==> src/rtl/xgriscv_wb_queue_pkg.sv <==
// ---------------------------------------------------------------------------
// xgriscv_wb_queue_pkg
//   Shared types and widths for the write-back queue.
//
//   Core-wide width macros normally come from xgriscv_defines.v:
//     RFIDX_WIDTH, XLEN, ADDR_SIZE, RFREG_NUM, WBQ_DEPTH_DEFAULT
//   Each macro is given a fallback value here only when it is not already
//   defined, so a core build that pulls in xgriscv_defines.v first keeps
//   its own values.
//
//   Optional feature macro: WBQ_FWD_EN (decode-stage forwarding, see top).
// ---------------------------------------------------------------------------
`ifndef RFIDX_WIDTH
`define RFIDX_WIDTH 5
`endif
`ifndef XLEN
`define XLEN 32
`endif
`ifndef ADDR_SIZE
`define ADDR_SIZE 32
`endif
`ifndef RFREG_NUM
`define RFREG_NUM 32
`endif
`ifndef WBQ_DEPTH_DEFAULT
`define WBQ_DEPTH_DEFAULT 4
`endif

package xgriscv_wb_queue_pkg;

  localparam int RFIDX_W = `RFIDX_WIDTH;
  localparam int XLEN_W  = `XLEN;
  localparam int ADDR_W  = `ADDR_SIZE;
  localparam int RF_NUM  = `RFREG_NUM;

  // One queued register-file write.
  typedef struct packed {
    logic [RFIDX_W-1:0] rd;
    logic [XLEN_W-1:0]  data;
    logic [ADDR_W-1:0]  pc;
  } wbq_entry_t;

endpackage

==> src/rtl/xgriscv_wbq_fwd.sv <==
// ---------------------------------------------------------------------------
// xgriscv_wbq_fwd
//   Combinational youngest-match search over the write-back queue entries.
//   Walks the live window from head (oldest) to head+count-1 (youngest);
//   a later match overrides an earlier one, so the youngest write wins.
//
//   Ports:
//     ent_rd / ent_data  in   per-slot destination register and data
//     head               in   index of the oldest live entry
//     count              in   number of live entries
//     rs                 in   decode read address (x0 never hits)
//     hit                out  a live entry targets rs
//     data               out  youngest matching data, 0 when no hit
// ---------------------------------------------------------------------------
module xgriscv_wbq_fwd
  import xgriscv_wb_queue_pkg::*;
#(
  parameter int DEPTH = 4,
  parameter int PW    = $clog2(DEPTH),
  parameter int CW    = $clog2(DEPTH + 1)
) (
  input  logic [RFIDX_W-1:0] ent_rd   [DEPTH],
  input  logic [XLEN_W-1:0]  ent_data [DEPTH],
  input  logic [PW-1:0]      head,
  input  logic [CW-1:0]      count,
  input  logic [RFIDX_W-1:0] rs,
  output logic               hit,
  output logic [XLEN_W-1:0]  data
);

  logic [PW-1:0] idx;

  always_comb begin
    hit  = 1'b0;
    data = '0;
    idx  = '0;
    for (int k = 0; k < DEPTH; k++) begin
      idx = head + PW'(k);
      if ((CW'(k) < count) && (ent_rd[idx] == rs) && (rs != '0)) begin
        hit  = 1'b1;
        data = ent_data[idx];
      end
    end
  end

endmodule

==> src/rtl/xgriscv_wb_queue.sv <==
// ---------------------------------------------------------------------------
// xgriscv_wb_queue
//   In-order write-back queue feeding the register file write port. Two
//   producers: port A (in-order pipeline) and port B (long-latency unit).
//   One entry drains per cycle while the queue is non-empty.
//
//   Ports:
//     clk, reset                 clock, synchronous active-high reset
//     a_valid/a_ready/a_rd/a_data/a_pc   port A request
//     b_valid/b_ready/b_rd/b_data/b_pc   port B request
//     write, writeaddress, writedata, pc register-file write (head entry)
//     empty                      queue holds no entries
//     rs1, rs2                   decode read addresses
//     fwd1_hit/fwd1_data, fwd2_hit/fwd2_data  forwarding results
//
//   Macro WBQ_FWD_EN: when defined, forwarding search logic is built;
//   otherwise the fwd outputs are tied to 0 and decode stalls on !empty.
// ---------------------------------------------------------------------------
module xgriscv_wb_queue
  import xgriscv_wb_queue_pkg::*;
#(
  parameter int DEPTH = `WBQ_DEPTH_DEFAULT
) (
  input  logic               clk,
  input  logic               reset,
  input  logic               a_valid,
  output logic               a_ready,
  input  logic [RFIDX_W-1:0] a_rd,
  input  logic [XLEN_W-1:0]  a_data,
  input  logic [ADDR_W-1:0]  a_pc,
  input  logic               b_valid,
  output logic               b_ready,
  input  logic [RFIDX_W-1:0] b_rd,
  input  logic [XLEN_W-1:0]  b_data,
  input  logic [ADDR_W-1:0]  b_pc,
  output logic               write,
  output logic [RFIDX_W-1:0] writeaddress,
  output logic [XLEN_W-1:0]  writedata,
  output logic [ADDR_W-1:0]  pc,
  output logic               empty,
  input  logic [RFIDX_W-1:0] rs1,
  input  logic [RFIDX_W-1:0] rs2,
  output logic               fwd1_hit,
  output logic [XLEN_W-1:0]  fwd1_data,
  output logic               fwd2_hit,
  output logic [XLEN_W-1:0]  fwd2_data
);

  localparam int PW = $clog2(DEPTH);
  localparam int CW = $clog2(DEPTH + 1);

  logic [PW-1:0] head_q, head_d;
  logic [PW-1:0] tail_q, tail_d;
  logic [PW-1:0] a_slot;
  logic [CW-1:0] count_q, count_d;

  logic a_enq, b_enq, deq;
  logic [DEPTH-1:0] a_we, b_we;

  wbq_entry_t entry_q [DEPTH];
  wbq_entry_t a_entry, b_entry;

  // Registered copy of the head slot so the write outputs come straight
  // from flops, reset to 0, and hold their last value while empty.
  wbq_entry_t head_out_q, head_out_d;

  assign a_entry = '{rd: a_rd, data: a_data, pc: a_pc};
  assign b_entry = '{rd: b_rd, data: b_data, pc: b_pc};

  // Readiness looks only at registered count: a pop in the same cycle does
  // not free a slot. A needs two free slots when B may take one of them.
  always_comb begin
    b_ready = (count_q < CW'(DEPTH));
    a_ready = (count_q <= CW'(DEPTH - 2)) ||
              ((count_q == CW'(DEPTH - 1)) && !b_valid);
    // x0 writes are handshaken but never stored.
    b_enq   = b_valid && b_ready && (b_rd != '0);
    a_enq   = a_valid && a_ready && (a_rd != '0);
    deq     = (count_q != '0);
    // B issued earlier, so it takes the older slot.
    a_slot  = tail_q + PW'(b_enq);
    tail_d  = tail_q + PW'(a_enq) + PW'(b_enq);
    head_d  = head_q + PW'(deq);
    count_d = count_q + CW'(a_enq) + CW'(b_enq) - CW'(deq);
  end

  for (genvar gi = 0; gi < DEPTH; gi++) begin : g_we
    assign b_we[gi] = b_enq && (tail_q == PW'(gi));
    assign a_we[gi] = a_enq && (a_slot == PW'(gi));
  end

  // Next head view: the slot at head_d, bypassing a write landing there
  // in this same cycle (needed when the queue was empty or nearly so).
  always_comb begin
    head_out_d = head_out_q;
    if (count_d != '0) begin
      head_out_d = entry_q[head_d];
      if (b_we[head_d]) head_out_d = b_entry;
      if (a_we[head_d]) head_out_d = a_entry;
    end
  end

  // Entry storage is not reset; only live entries are ever observed.
  always_ff @(posedge clk) begin
    for (int i = 0; i < DEPTH; i++) begin
      if (b_we[i]) entry_q[i] <= b_entry;
      if (a_we[i]) entry_q[i] <= a_entry;
    end
  end

  always_ff @(posedge clk) begin
    if (reset) begin
      head_q     <= '0;
      tail_q     <= '0;
      count_q    <= '0;
      head_out_q <= '0;
    end else begin
      head_q     <= head_d;
      tail_q     <= tail_d;
      count_q    <= count_d;
      head_out_q <= head_out_d;
    end
  end

  assign write        = (count_q != '0);
  assign empty        = (count_q == '0);
  assign writeaddress = head_out_q.rd;
  assign writedata    = head_out_q.data;
  assign pc           = head_out_q.pc;

`ifdef WBQ_FWD_EN
  logic [RFIDX_W-1:0] ent_rd   [DEPTH];
  logic [XLEN_W-1:0]  ent_data [DEPTH];

  for (genvar gi = 0; gi < DEPTH; gi++) begin : g_fwd_view
    assign ent_rd[gi]   = entry_q[gi].rd;
    assign ent_data[gi] = entry_q[gi].data;
  end

  xgriscv_wbq_fwd #(.DEPTH(DEPTH), .PW(PW), .CW(CW)) u_fwd1 (
    .ent_rd   (ent_rd),
    .ent_data (ent_data),
    .head     (head_q),
    .count    (count_q),
    .rs       (rs1),
    .hit      (fwd1_hit),
    .data     (fwd1_data)
  );

  xgriscv_wbq_fwd #(.DEPTH(DEPTH), .PW(PW), .CW(CW)) u_fwd2 (
    .ent_rd   (ent_rd),
    .ent_data (ent_data),
    .head     (head_q),
    .count    (count_q),
    .rs       (rs2),
    .hit      (fwd2_hit),
    .data     (fwd2_data)
  );
`else
  logic unused_rs;
  assign unused_rs = ^{rs1, rs2};
  assign fwd1_hit  = 1'b0;
  assign fwd2_hit  = 1'b0;
  assign fwd1_data = '0;
  assign fwd2_data = '0;
`endif

endmodule

==> config.mk <==
export PLATFORM = sky130hd
export DESIGN_NAME = xgriscv_wb_queue
export DESIGN_NICKNAME = d
export VERILOG_FILES = /design/src/rtl/xgriscv_wb_queue_pkg.sv /design/src/rtl/xgriscv_wbq_fwd.sv /design/src/rtl/xgriscv_wb_queue.sv
export SDC_FILE = /design/constraint.sdc
export NUM_CORES = 1
export LEC_CHECK = 0
export BUFFER_PORTS_ARGS = -buffer_cell sky130_fd_sc_hd__buf_2
export CORE_MARGIN = 5
export CORE_UTILIZATION = 57
export CTS_BUF_LIST = sky130_fd_sc_hd__clkbuf_16
export CTS_CLUSTER_DIAMETER = 50
export CTS_CLUSTER_SIZE = 25
export DETAILED_ROUTE_END_ITERATION = 8
export HOLD_SLACK_MARGIN = 0.15
export PLACE_DENSITY = 0.79
export SLEW_MARGIN = 20
export SYNTH_ARGS = -nofsm -noshare
export SYNTH_HDL_FRONTEND = slang
export SYNTH_SLANG_ARGS = --single-unit
==> constraint.sdc <==
create_clock -name clk -period 7.4 [get_ports clk]
set_input_delay 0.74 -clock clk [delete_from_list [all_inputs] [get_ports clk]]
set_output_delay 0.74 -clock clk [all_outputs]
set_load 0.01 [all_outputs]
Word level (Yosys, flattened, before mapping)
Memories as Yosys holds them, arrays and structs flattened.
Cells that the tools add are included.
{ "op_classes": {"n_eq_ne": 7, "magnitude_cmp": 3, "n_mux": 32, "bitwise_logic": 4, "n_reduce_logical": 24, "n_addsub": 7} }
{ "ops": {"columns": ["cell", "count"], "rows": [
  ["$mux 69", 8],
  ["$reduce_or 69->1", 2],
  ["$mux 1", 20],
  ["$logic_and 1x1->1", 13],
  ["$reduce_bool 5->1", 2],
  ["$add 2x1->2", 4],
  ["$eq 2x2->1 const B", 4],
  ["$add 3x1->3", 2],
  ["$reduce_bool 3->1", 2],
  ["$bmux 1 s2", 2],
  ["$eq 2x1->1 const B", 2],
  ["$logic_not 2->1", 2],
  ["$mux 2", 2],
  ["$or 1x1->1", 4],
  ["$eq 3x2->1 const B", 1],
  ["$le 3x2->1 const B", 1],
  ["$logic_not 3->1", 1],
  ["$lt 2x3->1 const B", 1],
  ["$lt 3x3->1 const B", 1],
  ["$sub 3x1->3", 1],
  ["$logic_not 1->1", 1],
  ["$logic_or 1x1->1", 1]
]} }
{ "word_totals": {"out_inout_bits": 139, "regBits": 76, "memories": 1, "ramBits": 276, "input_bits": 152} }
{ "memory_table": {"columns": ["memory", "words", "word_bits", "read_ports", "rd_clocked_by_memory_dff", "write_ports", "line_no", "rtl"], "rows": [
  ["entry_q", 4, 69, 1, 0, 2, "xgriscv_wb_queue.sv:60", "wbq_entry_t entry_q [DEPTH];"]
]} }

Logic depth before layout (Yosys ltp)
Gate-level depths: netlist (run 1).
{ "logic_depth": {"ltp_word": 11, "depth_mapped": 17, "mapped_depth_nobuf": 15} }

Worst setup path before layout (run 1)
OpenSTA, ideal clock, no wires.
{ "synth_path": {"path_kind": "in2reg", "start": "in b_valid", "end": "mem entry_q[0][0] in the netlist's numbering (enable)", "t_required_ns": 6.802, "path_stages": 3, "setup_slack_ns": 0.643, "setup_ns": 0.598, "t_arrival_ns": 6.159, "path_cell_list": "nor2b_1 > o21ai_1 > o31ai_1"} }
{ "synth_rtl": {"columns": ["element", "line_no", "rtl"], "rows": [
  ["start: declaration", "xgriscv_wb_queue.sv:31", "input logic b_valid,"],
  ["end: declaration", "xgriscv_wb_queue.sv:60", null]
]} }

Final worst setup path (run 1)
{ "layout_path": {"start": "in a_rd[0]", "end": "reg head_out_q (netlist bit pc[20])"} }
{ "layout_between": {"elab_chain_cells": 6} }
{ "layout_lines": {"columns": ["element", "line_no", "rtl"], "rows": [
  ["start: declaration", "xgriscv_wb_queue.sv:28", "input logic [RFIDX_W-1:0] a_rd,"],
  ["$reduce_bool 5->1", "xgriscv_wb_queue.sv:78", "a_enq = a_valid && a_ready && (a_rd != '0);"],
  ["$logic_and 1x1->1", "xgriscv_wb_queue.sv:78", null],
  ["$add 3x1->3 (2 in a row)", "xgriscv_wb_queue.sv:84", "count_d = count_q + CW'(a_enq) + CW'(b_enq) - CW'(deq);"],
  ["$sub 3x1->3", "xgriscv_wb_queue.sv:84", null],
  ["named net count_d[1]", "xgriscv_wb_queue.sv:55", "logic [CW-1:0] count_q, count_d;"],
  ["$reduce_bool 3->1", "xgriscv_wb_queue.sv:96", "if (count_d != '0) begin"],
  ["end signal: assignment", "xgriscv_wb_queue.sv:121", "head_out_q <= head_out_d;"],
  ["end: declaration", "xgriscv_wb_queue.sv:65", "wbq_entry_t head_out_q, head_out_d;"]
]} }
The timed path passes the listed nets, and every way through them passes these cells. The select of a mux whose other input is x is not followed.
A chain may end at the register's enable or synchronous reset.

==> results of run 1 <==
[layout make-up]
class / count / share of cell area (%)
Clock buffer: 37 / 4.63
Clock inverter: 26 / 1.14
Tap cell: 396 / 2.48
Sequential cell: 352 / 49.0
Inverter: 8 / 0.150
Multi-Input combinational cell: 743 / 36.2
Timing Repair Buffer: 240 / 6.39
Antenna cell: 5 / 0.0625
[power by group]
group,switching [mW],internal [mW]
Clock,0.795,1.00
Sequential,0.214,3.02
Combinational,2.93,2.05
Total,3.94,6.07
[per-layer routing]
layer | up-vias | GRT usage (%) | wire length (um)
met5 | - | 0 | 0
met4 | 0 | 6.06 | 751
met3 | 55 | 4.71 | 3970
met2 | 547 | 43.1 | 22100
met1 | 5804 | 34.5 | 17400
li1 | 5018 | - | -
[cell families (layout without fill, tap and decap cells)]
logic type,count (synthesis),after routing,synth area share [%]
other,1,71,0.0213
AND/OR/NAND/NOR,96,96,2.84
buffers and inverters,170,311,5.29
multiplexers,346,346,26.5
AO/OA/AOI/OAI,218,218,8.35
adder cells (fa/ha/maj),7,7,0.626
flip-flops,352,352,55.7
XOR/XNOR,10,10,0.583
[cell usage in the layout (no fill, tap or decap), types with 2 or more instances in the layout]
cell,instances
sky130_fd_sc_hd__buf_4,25
sky130_fd_sc_hd__nor2b_1,4
sky130_fd_sc_hd__nor2_1,6
sky130_fd_sc_hd__ha_1,3
sky130_fd_sc_hd__diode_2,5
sky130_fd_sc_hd__o21ai_0,70
sky130_fd_sc_hd__nand3_1,69
sky130_fd_sc_hd__edfxtp_1,276
sky130_fd_sc_hd__xnor2_1,5
sky130_fd_sc_hd__xnor2_2,3
sky130_fd_sc_hd__buf_2,214
sky130_fd_sc_hd__mux4_2,69
sky130_fd_sc_hd__inv_8,3
sky130_fd_sc_hd__mux2_1,276
sky130_fd_sc_hd__conb_1,66
sky130_fd_sc_hd__clkbuf_16,37
sky130_fd_sc_hd__or4_1,2
sky130_fd_sc_hd__dfxtp_1,76
sky130_fd_sc_hd__nor2_4,2
sky130_fd_sc_hd__inv_6,4
sky130_fd_sc_hd__inv_1,13
sky130_fd_sc_hd__fa_1,3
sky130_fd_sc_hd__clkinv_8,2
sky130_fd_sc_hd__o31ai_4,2
sky130_fd_sc_hd__a21oi_1,70
sky130_fd_sc_hd__bufinv_16,2
sky130_fd_sc_hd__clkinv_1,7
sky130_fd_sc_hd__nand2_1,4
sky130_fd_sc_hd__a221o_1,69
[path summary, 6_finish.rpt]
kind              slack (ns)                          from                      endpoint
hold / removal          0.48  writeaddress[1]$_SDFFE_PP0P_  writeaddress[1]$_SDFFE_PP0P_
hold reg to reg         0.48  writeaddress[1]$_SDFFE_PP0P_  writeaddress[1]$_SDFFE_PP0P_
setup reg to reg        2.83         count_q[2]$_SDFF_PP0_           pc[20]$_SDFFE_PP0P_
setup / recovery        2.82                       a_rd[0]           pc[20]$_SDFFE_PP0P_
[worst max-delay path, cell delays in order]
cell                      delay (ns)
sky130_fd_sc_hd__buf_2          0.14
sky130_fd_sc_hd__or4_1          0.57
sky130_fd_sc_hd__o21ai_2        0.32
sky130_fd_sc_hd__or2b_1         0.40
sky130_fd_sc_hd__ha_1           0.19
sky130_fd_sc_hd__inv_1          0.05
sky130_fd_sc_hd__fa_1           0.43
sky130_fd_sc_hd__fa_1           0.50
sky130_fd_sc_hd__nor2_1         0.18
sky130_fd_sc_hd__nand2_1        0.12
sky130_fd_sc_hd__nor2_4         0.74
sky130_fd_sc_hd__buf_4          0.43
sky130_fd_sc_hd__a221o_1        0.21
[registers in the layout, indices dropped and copies added (netlist names)]
name	count
entry_q	276
count_q	3
head_q	2
writedata	32
tail_q	2
pc	32
writeaddress	5
==> impl_metrics.csv, run 1 <==
group,metric,value,unit
outcome,run_status,"finished, final reports clean",
clocking,clk_transition_reported_paths,0.06,ns
routing,routed_wirelength,44200,um
hold_path,worstHoldPathCells,1,
yosys,post_synth_inst_count,1200,
die,dieWidth,186,um
sta,max-slew-margin-rel,32.8,%
sta,skew,0.0239,ns
setup_path,crit_fanout,30,
yosys,synth.largest_area_cell,"sky130_fd_sc_hd__edfxtp_1",
global_routing,vias_in_the_first_global_route,11900,
clocking,post_cts.repair.setup_buffers,0,
clocking,htreeDepth,2,
sta,finalSetupViolCount,0,
placement,place.port_buffers,214,
final_layout,finish.net_count,1540,
run,maxCapViolCount,0,
die,ioPinCount,291,
yosys,synth_async_sr_flop_share,0,%
clocking,clock_buffer_count_from_cts,36,
global_routing,globalRouteTotalUtil,25.5,%
placement,gpl.final_weighted_congestion,0.792,
final_layout,layoutNonFillerInstCount,1807,
global_routing,pin_count_of_the_biggest_net_entering_global_routing,70,
yosys,synth.top_cells.by_count,"276 x sky130_fd_sc_hd__edfxtp_1, 276 x sky130_fd_sc_hd__mux2_1, 76 x sky130_fd_sc_hd__dfxtp_1, 70 x sky130_fd_sc_hd__a21oi_1, 70 x sky130_fd_sc_hd__o21ai_0",
setup_path,endpoint_kind,"flop",
sta,max_slew.worst_pin.slew,1.01,ns
sta,setup_tns,0,ns
clocking,clk_latency,0.52,ns
hold_path,worstHoldPathType,"reg2reg",
final_layout,multi_input_comb_area,0.00724,sq mm
pwr,finalPower,10.0,mW
sta,number_of_hold_violations_in_the_final_report,0,
die,floorplan.die_area,0.0345,sq mm
sta,min_period_over_period,61.9,%
global_routing,grt_pass1_wl,68200,um
die,core.rowCount,64,
routing,drc_errors,0,
clocking,cts_repair_resize_count,0,
clocking,clock_sinks,352,
setup_path,required_time_reported_for_the_critical_path_endpoint,7.86,ns
yosys,ys_ff_latch,352,
yosys,distinct_cell_type_count_of_the_synthesized_netlist,41,
sta,max_freq,218,MHz
yosys,synthesis.area_per_instance,14.7,sq um
yosys,count_of_flip_flops_with_a_built_in_enable_after_synthesis,276,
final_layout,post-route-cell-area,0.0200,sq mm
yosys,synth_top_area_share,47.1,%
global_routing,grt_antenna_before_repair,4,
clocking,tritoncts,"yes",
sta,grt_setup_unrepaired,"false",
placement,worst_setup_slack_after_placement,2.29,ns
final_layout,final_layout_size_suffix_gt1_share,26.9,%
routing,drtAntennaViolNets,0,
yosys,synth.top_cells.by_area,"sky130_fd_sc_hd__edfxtp_1 47%, sky130_fd_sc_hd__mux2_1 18%, sky130_fd_sc_hd__mux4_2 8.8%, sky130_fd_sc_hd__dfxtp_1 8.6%, sky130_fd_sc_hd__a221o_1 3.9%",
placement,dpl.cell_count,1739,
yosys,yosys_warnings,0,
placement,placedInstanceArea,0.0189,sq mm
pwr,total_leakage_power,7.25,nW
final_layout,area_growth,13.7,%
yosys,dominantRegCellSynth,"sky130_fd_sc_hd__edfxtp_1",
yosys,synth.cell_area,0.0176,sq mm
setup_path,rr_worst_depth,15,
setup_path,startpoint_type,"primary input",
pwr,ir_drop,0.519,mV
routing,initialDrtViolationCount,989,
routing,wire_length_per_cell,24.5,um
die,die-height,186,um
setup_path,critPathArrivalTime,5.03,ns
final_layout,seqCellArea,0.00981,sq mm
sta,finalCriticalPeriod,4.58,ns
final_layout,fin_util,65.6,%
sta,holdWs,0.480,ns
global_routing,grt_remaining_overflow,0,
setup_path,critPathKind,"in2reg",
die,floorplan.initialDensity,57.7,%
clocking,cts.path.max_buffers,3,
routing,total_via_count_in_the_routed_design,11400,
pwr,powerDensity,500,mW/mm^2
sta,timing_max_transition_violations_final,0,
clocking,root_cell_of_the_clock_tree,"sky130_fd_sc_hd__clkbuf_16",
placement,post-dp-hpwl,25900,um
die,coreArea,0.0305,sq mm
routing,drt_pass1_iterations,5,
yosys,yosysSeqAreaShare,55.7,%
sta,worst_setup_margin,2.82,ns
routing,via_to_cell_ratio,6.32,
final_layout,final.fill_count,2171,
clocking,cts_hold_buffers,0,
Power figures use the tool's default switching activity.
==> inputs of run 2 (changes only) <==
==> constraint.sdc (replaced) <==
create_clock -name clk -period 4.7 [get_ports clk]
set_input_delay 0.47 -clock clk [delete_from_list [all_inputs] [get_ports clk]]
set_output_delay 0.47 -clock clk [all_outputs]
set_load 0.01 [all_outputs]
==> impl_metrics.csv, run 2 (synthesized netlist as in run 1, its figures left out) <==
group,metric,value,unit
sta,number_of_hold_violations_in_the_final_report,0,
clocking,root_cell_of_the_clock_tree,"sky130_fd_sc_hd__clkbuf_16",
routing,drt_pass1_iterations,5,
global_routing,grt_remaining_overflow,0,
run,maxCapViolCount,0,
final_layout,fin_util,66.5,%
outcome,run_status,"finished, final reports clean",
clocking,clk_transition_reported_paths,0.07,ns
routing,total_via_count_in_the_routed_design,11500,
placement,worst_setup_slack_after_placement,0.428,ns
setup_path,critical_path.slowest_cell,"sky130_fd_sc_hd__buf_4",
routing,initialDrtViolationCount,972,
routing,routed_wirelength,44400,um
sta,setup_tns,0,ns
final_layout,most_used_cells_in_the_layout_excluding_fill_and_tap_cells,"276 x sky130_fd_sc_hd__mux2_1, 276 x sky130_fd_sc_hd__edfxtp_1, 214 x sky130_fd_sc_hd__buf_2",
final_layout,area_growth,15.2,%
setup_path,startpoint,"count_q[2]$_SDFF_PP0_",
pwr,p_int,9.80,mW
die,floorplan.die_area,0.0345,sq mm
global_routing,groute.layer.met3.usage,3.97,%
die,floorplan.initialDensity,57.7,%
pwr,share_clk_of_total_power,18.4,%
pwr,p_seq_share,31.6,%
setup_path,timing.rr.start,"count_q[2]$_SDFF_PP0_",
global_routing,pin_count_of_the_biggest_net_entering_global_routing,71,
die,ioPinCount,291,
clocking,htreeDepth,2,
die,dieWidth,186,um
pwr,ir_drop,0.747,mV
clocking,clk_latency,0.53,ns
global_routing,groute.layer.met2.usage,42.8,%
placement,post-dp-hpwl,26000,um
clocking,post_cts.repair.setup_buffers,0,
setup_path,crit_fanout,42,
global_routing,grtUsageMet1,34.9,%
setup_path,critPathBufInv,4,
setup_path,startpoint_type,"flop",
setup_path,required_time_reported_for_the_critical_path_endpoint,5.10,ns
routing,drtAntennaViolNets,0,
clocking,tritoncts,"yes",
hold_path,min-delay-start,"a_pc[23]",
setup_path,cp.depth,16,
sta,grt_setup_unrepaired,"false",
final_layout,finish.net_count,1544,
sta,timing_max_transition_violations_final,0,
routing,drc_errors,0,
sta,min_period_over_period,87.7,%
placement,place.port_buffers,214,
sta,max_freq,243,MHz
hold_path,worstHoldPathCells,2,
setup_path,timing.critical_path.max_delay_family,"adder cells",
die,die-height,186,um
setup_path,timing.critical_path.cells,"inv_1 -> ha_1 -> mux2i_1 -> nor2_1 -> clkinv_1 -> or2b_1 -> ha_1 -> inv_1 -> fa_1 -> fa_1 -> xnor2_1 -> a21oi_1 -> o31ai_4 -> buf_4 -> a21oi_1 -> a221o_1",
placement,gpl.final_weighted_congestion,0.794,
die,coreArea,0.0305,sq mm
sta,max_slew.worst_pin.slew,1.07,ns
setup_path,critPathKind,"reg2reg",
final_layout,final_layout_size_suffix_gt1_share,27.9,%
clocking,clock_sinks,352,
sta,max-slew-margin-rel,28.9,%
clocking,cts_hold_buffers,0,
pwr,powerDensity,795,mW/mm^2
global_routing,grt-busiest-layer,"met2",
sta,holdWs,0.229,ns
routing,via_to_cell_ratio,6.32,
routing,wire_length_per_cell,24.4,um
clocking,cts_repair_resize_count,0,
clocking,clock_buffer_count_from_cts,36,
pwr,total_leakage_power,7.33,nW
global_routing,grt_pass1_wl,68600,um
global_routing,vias_in_the_first_global_route,12000,
sta,worst_setup_margin,0.577,ns
pwr,sw_frac_of_total,39.2,%
global_routing,globalRouteTotalUtil,25.6,%
die,core.rowCount,64,
sta,finalSetupViolCount,0,
setup_path,critPathArrivalTime,4.52,ns
sta,skew,0.0225,ns
pwr,power_switching,6.32,mW
final_layout,max_flop_register,"entry_q",
setup_path,max_stage_delay,0.53,ns
pwr,power.combinational.fraction,50.0,%
sta,finalCriticalPeriod,4.12,ns
final_layout,largest_reg_flops,276,
setup_path,rr_worst_depth,16,
hold_path,worstHoldPathType,"in2reg",
global_routing,grt_antenna_before_repair,11,
clocking,cts.path.max_buffers,3,
setup_path,endpoint_kind,"flop",
run 2: cell count changes in the layout (fill, tap and decap cells not counted), moves of 2 or more:
cell                       before  now
sky130_fd_sc_hd__diode_2        5    9
sky130_fd_sc_hd__buf_12         1   12
sky130_fd_sc_hd__clkinv_1       7    3
sky130_fd_sc_hd__buf_4         25   18
sky130_fd_sc_hd__inv_8          3    1
sky130_fd_sc_hd__clkinv_4       1    3
sky130_fd_sc_hd__inv_6          4   11
sky130_fd_sc_hd__clkinv_2       1    4
sky130_fd_sc_hd__inv_1         13    8
run 2: power groups by stage:
stage               combinational [mW]  sequential (mW)  clock (mW)
floorplan                         5.45             5.22           0
global placement                  7.90             5.11           0
detailed placement                8.02             5.16           0
CTS                               8.08             5.10        3.01
global route                      8.68             5.18        3.15
finish                            8.07             5.10        2.96
run 2: cell type report:
class / count / area, sq um
Inverter: 8 / 30.0
Multi-Input combinational cell: 743 / 7240
Clock buffer: 37 / 926
Timing Repair Buffer: 244 / 1450
Clock inverter: 29 / 303
Sequential cell: 352 / 9810
Tap cell: 396 / 495
Antenna cell: 9 / 22.5
Fill cell: 2158 / 10200
run 2: path summary, 6_finish.rpt:
check / to / slack (ns)
worst max-delay path: writeaddress[2]$_SDFFE_PP0P_ / 0.58
worst min-delay path: pc[23]$_SDFFE_PP0P_ / 0.23
worst min register to register: writedata[27]$_SDFFE_PP0P_ / 0.48
worst max register to register: writeaddress[2]$_SDFFE_PP0P_ / 0.58
run 2: through the flow:
| stage | cells | area, sq um | power, mW |
|---|---|---|---|
| finish | 1818 | 20300 | 16.1 |
| global route | 1816 | 20300 | 17.0 |
| CTS | 1809 | 20300 | 16.2 |
| detailed placement | 1743 | 19000 | 13.2 |
| global placement | 1743 | 19000 | 13.0 |
| floorplan | 1265 | 17900 | 10.7 |
run 2: layer usage:
layer / up-vias / part of all wire (%)
met1: 5800 / 40
met5: - / 0.095
met3: 55 / 8.6
met2: 581 / 50
li1: 5054 / -
met4: 8 / 1.6
